<file path="config.mk">
export PLATFORM = sky130hd
export DESIGN_NAME = controlador_jogo
export DESIGN_NICKNAME = d
export VERILOG_FILES = /design/src/rtl/controlador_jogo.sv
export SDC_FILE = /design/constraint.sdc
export NUM_CORES = 1
export LEC_CHECK = 0
export ABC_CLOCK_PERIOD_IN_PS = 3100
export BUFFER_PORTS_ARGS = -buffer_cell sky130_fd_sc_hd__buf_2
export CORE_AREA = 2 2 52 54
export DETAILED_ROUTE_END_ITERATION = 7
export DIE_AREA = 0 0 54 56
export GPL_ROUTABILITY_DRIVEN = 0
export PLACE_DENSITY_LB_ADDON = 0.15
export RECOVER_POWER = 100
export SYNTH_ARGS = -nofsm -noshare
export SYNTH_HDL_FRONTEND = slang
export SYNTH_SLANG_ARGS = --single-unit
export TNS_END_PERCENT = 20
</file>
<file path="constraint.sdc">
create_clock -name clock -period 3.1 [get_ports clock]
set_input_delay 0.31 -clock clock [delete_from_list [all_inputs] [get_ports clock]]
set_output_delay 0.31 -clock clock [all_outputs]
set_load 0.1 [all_outputs]
</file>
<file path="src/rtl/controlador_jogo.sv">
`default_nettype none
// ============================================================================
// Module   : controlador_jogo
// Purpose  : Naval-battle game sequencer: power-off, map preparation, attack
//            rounds with shot classification, lives/hit bookkeeping, end game.
// Revision : 1.0 - initial release
// ============================================================================
module controlador_jogo #(
  parameter int VIDAS      = 3,
  parameter int ALVOS      = 5,
  parameter int LED_CICLOS = 8
) (
  input  logic       clock,
  input  logic       reset,
  input  logic       liga,
  input  logic       confirmar,
  input  logic [1:0] mapa_sel,
  input  logic [2:0] coordLinha,
  input  logic [2:0] coordColuna,
  input  logic       celula_navio,
  input  logic       celula_atacada,
  output logic       DESLIGADO,
  output logic       PREPARACAO,
  output logic       ATAQUE,
  output logic       FIM,
  output logic [1:0] mapa_id,
  output logic       carregar_mapa,
  output logic       limpar_ataque,
  output logic       grava_tiro,
  output logic [2:0] tiro_linha,
  output logic [2:0] tiro_coluna,
  output logic [1:0] vida,
  output logic [2:0] acertos,
  output logic       ligarMatriz,
  output logic       LED_R,
  output logic       LED_G,
  output logic       LED_B
);

  localparam logic [2:0] S_DESL    = 3'd0;
  localparam logic [2:0] S_PREP    = 3'd1;
  localparam logic [2:0] S_ATAQ    = 3'd2;
  localparam logic [2:0] S_AVAL    = 3'd3;
  localparam logic [2:0] S_MOSTRA  = 3'd4;
  localparam logic [2:0] S_VITORIA = 3'd5;
  localparam logic [2:0] S_DERROTA = 3'd6;

  localparam logic [1:0] c_RES_REPETIDO = 2'd0;
  localparam logic [1:0] c_RES_ACERTO   = 2'd1;
  localparam logic [1:0] c_RES_ERRO     = 2'd2;

  localparam int              c_CW         = (LED_CICLOS > 1) ? $clog2(LED_CICLOS) : 1;
  localparam logic [c_CW-1:0] c_MOSTRA_INI = c_CW'(LED_CICLOS - 1);
  localparam logic [1:0]      c_VIDAS      = 2'(VIDAS);
  localparam logic [2:0]      c_ALVOS      = 3'(ALVOS);

  logic [2:0]      r_estado;
  logic [2:0]      w_prox;
  logic [c_CW-1:0] r_cont;
  logic            r_navio;
  logic            r_atacada;
  logic            r_valido;
  logic [1:0]      r_resultado;

  logic w_coord_ok;
  logic w_limpa;
  logic w_carrega;
  logic w_captura;
  logic w_avalia;
  logic w_acerto;
  logic w_erro;
  logic w_reinicia;

  assign w_coord_ok = (coordLinha <= 3'd6) && (coordColuna <= 3'd4);

  // State register
  always_ff @(posedge clock) begin
    if (reset) begin
      r_estado <= S_DESL;
    end else begin
      r_estado <= w_prox;
    end
  end

  // Next-state logic; power switch off overrides everything
  always_comb begin
    w_prox = r_estado;
    if (!liga) begin
      w_prox = S_DESL;
    end else begin
      case (r_estado)
        S_DESL:   w_prox = S_PREP;
        S_PREP:   if (confirmar) w_prox = S_ATAQ;
        S_ATAQ:   if (confirmar) w_prox = S_AVAL;
        S_AVAL:   w_prox = S_MOSTRA;
        S_MOSTRA: begin
          if (r_cont == '0) begin
            if (acertos == c_ALVOS) begin
              w_prox = S_VITORIA;
            end else if (vida == 2'd0) begin
              w_prox = S_DERROTA;
            end else begin
              w_prox = S_ATAQ;
            end
          end
        end
        S_VITORIA, S_DERROTA: if (confirmar) w_prox = S_PREP;
        default:  w_prox = S_DESL;
      endcase
    end
  end

  // Output decode and datapath event enables
  always_comb begin
    DESLIGADO   = (r_estado == S_DESL);
    PREPARACAO  = (r_estado == S_PREP);
    ATAQUE      = (r_estado == S_ATAQ) || (r_estado == S_AVAL) || (r_estado == S_MOSTRA);
    FIM         = (r_estado == S_VITORIA) || (r_estado == S_DERROTA);
    ligarMatriz = (r_estado == S_PREP) || (r_estado == S_ATAQ) || (r_estado == S_AVAL) ||
                  (r_estado == S_MOSTRA) || (r_estado == S_VITORIA);

    LED_R = ((r_estado == S_MOSTRA) && (r_resultado == c_RES_ERRO)) || (r_estado == S_DERROTA);
    LED_G = ((r_estado == S_MOSTRA) && (r_resultado == c_RES_ACERTO)) || (r_estado == S_VITORIA);
    LED_B = (r_estado == S_MOSTRA) && (r_resultado == c_RES_REPETIDO);

    w_limpa    = liga && ((r_estado == S_DESL) ||
                 (((r_estado == S_VITORIA) || (r_estado == S_DERROTA)) && confirmar));
    w_carrega  = liga && (r_estado == S_PREP) && confirmar;
    w_captura  = liga && (r_estado == S_ATAQ) && confirmar;
    w_avalia   = liga && (r_estado == S_AVAL);
    w_acerto   = w_avalia && r_valido && !r_atacada && r_navio;
    w_erro     = w_avalia && r_valido && !r_atacada && !r_navio;
    w_reinicia = !liga ||
                 (((r_estado == S_VITORIA) || (r_estado == S_DERROTA)) && confirmar);
  end

  // Datapath: shot capture, result latch, display timer, counters, pulses
  always_ff @(posedge clock) begin
    if (reset) begin
      mapa_id       <= 2'd0;
      carregar_mapa <= 1'b0;
      limpar_ataque <= 1'b0;
      grava_tiro    <= 1'b0;
      tiro_linha    <= 3'd0;
      tiro_coluna   <= 3'd0;
      vida          <= c_VIDAS;
      acertos       <= 3'd0;
      r_navio       <= 1'b0;
      r_atacada     <= 1'b0;
      r_valido      <= 1'b0;
      r_resultado   <= c_RES_REPETIDO;
      r_cont        <= '0;
    end else begin
      carregar_mapa <= w_carrega;
      limpar_ataque <= w_limpa;
      grava_tiro    <= w_acerto || w_erro;

      if (w_carrega) begin
        mapa_id <= mapa_sel;
      end

      if (w_captura) begin
        tiro_linha  <= coordLinha;
        tiro_coluna <= coordColuna;
        r_navio     <= celula_navio;
        r_atacada   <= celula_atacada;
        r_valido    <= w_coord_ok;
      end

      if (w_avalia) begin
        r_cont <= c_MOSTRA_INI;
        if (w_acerto) begin
          r_resultado <= c_RES_ACERTO;
        end else if (w_erro) begin
          r_resultado <= c_RES_ERRO;
        end else begin
          r_resultado <= c_RES_REPETIDO;
        end
      end else if ((r_estado == S_MOSTRA) && (r_cont != '0)) begin
        r_cont <= r_cont - c_CW'(1);
      end

      if (w_reinicia) begin
        vida    <= c_VIDAS;
        acertos <= 3'd0;
      end else begin
        if (w_acerto && (acertos != c_ALVOS)) begin
          acertos <= acertos + 3'd1;
        end
        if (w_erro && (vida != 2'd0)) begin
          vida <= vida - 2'd1;
        end
      end
    end
  end

endmodule
`default_nettype wire

</file>
==> results.toml <==
[clock_network]
ctsHoldBuffers = 0
clk_pin_slew_worst_paths_ps = 150
cts_buffers = 3
cts_root_buffer = "clkbuf_4"
htreeDepth = 1
cts_tree = "done"
clkLatencyLatePin_ps = 320
post_cts_buffers = 0
post_cts_resized = 0
clock-sinks = 27
cts.path.max_buffers = 2

[synthesis]
yosysUniqueCellTypes = 33
synth-seq-area-share = 0.427
syn_area_um2 = 1270
synth_warnings = 0
syn_area_per_cell_um2 = 8.85
syn-num-nets = 162
syn_inst = 143
ys_ff_latch = 27

[placement]
pre_cts_slack_ps = 1160
dp_cells = 205
io_buffers = 37
place_area_um2 = 1480
dpl.hpwl_mm = 1.98

[global_routing]
antenna_found_initial = 0
grtUsageTotal = 0.186
grt.overflow.total = 0
grt_max_degree = 20
grt_pass1_vias = 990
grt_pass1_wl_mm = 4.33

[final_layout]
final_cells = 209
nNetsFinal = 199
finalInstanceArea_um2 = 1440
antenna_cells = 0
drive_gt1_frac = 0.123
area_growth_syn_to_layout_pct = 13.8
final_util = 0.593

[worst_setup_path]
crit_chain = "xor2_1 -> and2_0 -> clkbuf_1"
cpLargestDelayFamily = "buffers and inverters"
crit_fanout = 13
cp_data_required_time_ps = 2790
cp.arrival_ps = 2330
end_kind = "primary output"
startpoint_type = "flip-flop"
cpPeakStageDelay_ps = 880
slowest_stage = "clkbuf_1"
path_class = "flip-flop to primary output"
cp_num_buf_inv = 1

[sta]
hold-worst-slack_ps = 219
worstMarginPinSlew_ps = 1180
fin_setup_tns_ps = 0
fin_crit_sh = 0.850
max_slew_margin = 0.213
setup_viol = 0
final_max_slew_viol_count = 0
max_freq_ghz = 0.379
fin_crit_ps = 2640
setup_ws_ps = 464
rsz0062_at_grt = "false"
skew_ps = 8.61
hold_viol_final = 0

[floorplan]
die_x_um = 54
coreArea_um2 = 2430
initial_core_util = 0.521
die_area_um2 = 3020
die_h_um = 56
pin_count = 38
core.rowCount = 18

[routing]
drt-vias-per-instance = 5.34
drt_iter0_markers = 14
ant_nets = 0
wire_per_inst_um = 12.5
drt_wl_total_mm = 2.62
dr.pass1.iters = 4
routed-via-count = 1116
drc_errors = 0

[flow_run]
drv_cap = 0

[power_and_ir_drop]
total_power_mw = 0.586
power_leakage_nw = 0.540
vdd_drop_max_mv = 0.303
powerDensity_nw_per_um2 = 407

[min_path]
hold_class = "input pin to flip-flop"

[run_status]
status = "complete, no violations"
layout by cell type, fill, tap and decap left out:
master and count:
a211oi_1 4, a21o_1 1, a21oi_1 10, a2bb2oi_1 1, a31oi_1 4, and2_0 1
and4b_1 1, buf_2 16, clkbuf_1 22, clkbuf_4 3, clkinv_2 1, dfxtp_1 27
ha_1 5, inv_1 11, mux2i_1 10, nand2_1 5, nand2b_1 3, nand2b_2 1
nand3_1 3, nand3b_1 2, nand4b_1 1, nor2_1 19, nor2b_1 1, nor3_1 10
nor3_2 1, nor3b_1 2, nor4_1 2, o211ai_1 1, o21ai_0 5, or3_1 1
or3b_1 1, or4_1 1, xnor2_1 2, xor2_1 1
final timing paths:
| path | from | endpoint | slack (ps) | depth (start not counted) |
|---|---|---|---|---|
| max | r_estado[0] | FIM | 460 | 3 |
| min | mapa_sel[1] | mapa_id[1] | 220 | 3 |
| max reg2reg | r_estado[1] | tiro_linha[1] | 1060 | 5 |
| min reg2reg | r_cont[0] | r_cont[0] | 490 | 1 |
tightest hold or removal path, stage by stage:
cell and delay [ps]:
buf_2 80, mux2i_1 50, nor2_1 70
power by group:
| group | internal (mW) | total [mW] | switching, mW |
|---|---|---|---|
| logic | 0.0169 | 0.0783 | 0.0614 |
| clock network | 0.0483 | 0.152 | 0.104 |
| registers | 0.351 | 0.356 | 0.00537 |
| total | 0.416 | 0.586 | 0.170 |
cell usage after synthesis (all sizes together):
library cell	count	area (µm²)
o211ai	1	7.51
mux2i	10	100
o21ai	5	25.0
or3b	1	8.76
nand3	3	15.0
nor2b	1	6.26
nand2	5	18.8
ha	5	62.6
or3	1	6.26
nor4	2	12.5
a31oi	4	25.0
nand2b	4	27.5
nand4b	1	23.8
dfxtp	27	541
inv	11	41.3
xnor2	2	17.5
or4	1	11.3
clkbuf	3	11.3
a21o	1	7.51
a211oi	4	30.0
buf	3	20.0
and4b	1	10.0
a21oi	10	50.1
xor2	1	8.76
nor2	19	78.8
a2bb2oi	1	8.76
and2	1	6.26
nor3b	2	15.0
nor3	11	55.1
nand3b	2	15.0
layout make-up:
class | instances | area, µm²
flip-flops and latches | 27 | 541
fillers | 236 | 991
clock buffers | 3 | 22.5
inverters | 11 | 41.3
repair buffers | 38 | 163
clock inverters | 1 | 5.00
multi-input cells | 99 | 632
well taps | 30 | 37.5
layer usage:
layer | vias up | track usage | wire length (µm)
met5 | - | 0 | 0
met4 | 0 | 0.0571 | 24
met3 | 4 | 0.0323 | 105
met2 | 19 | 0.286 | 1240
met1 | 523 | 0.260 | 1250
li1 | 570 | - | -
logic make-up (layout without fill, tap and decap cells):
family	after synthesis	after routing	share of synthesized area
and+or+nand+nor	55	55	0.245
buffers and inverters	17	53	0.0573
DFF	27	27	0.427
adders and majority gates	5	5	0.0494
xor gates and xnor gates	3	3	0.0208
AOI/OAI and AO/OA	26	26	0.122
muxes	10	10	0.0791
flip-flops by register name (all words and copies together) (netlist names), 2 cells and up:
register / flops
r_cont: 3
acertos: 3
vida: 2
r_estado: 3
mapa_id: 2
tiro_coluna: 3
r_resultado: 2
tiro_linha: 3
No activity file was read; power rests on OpenSTA's default activity.
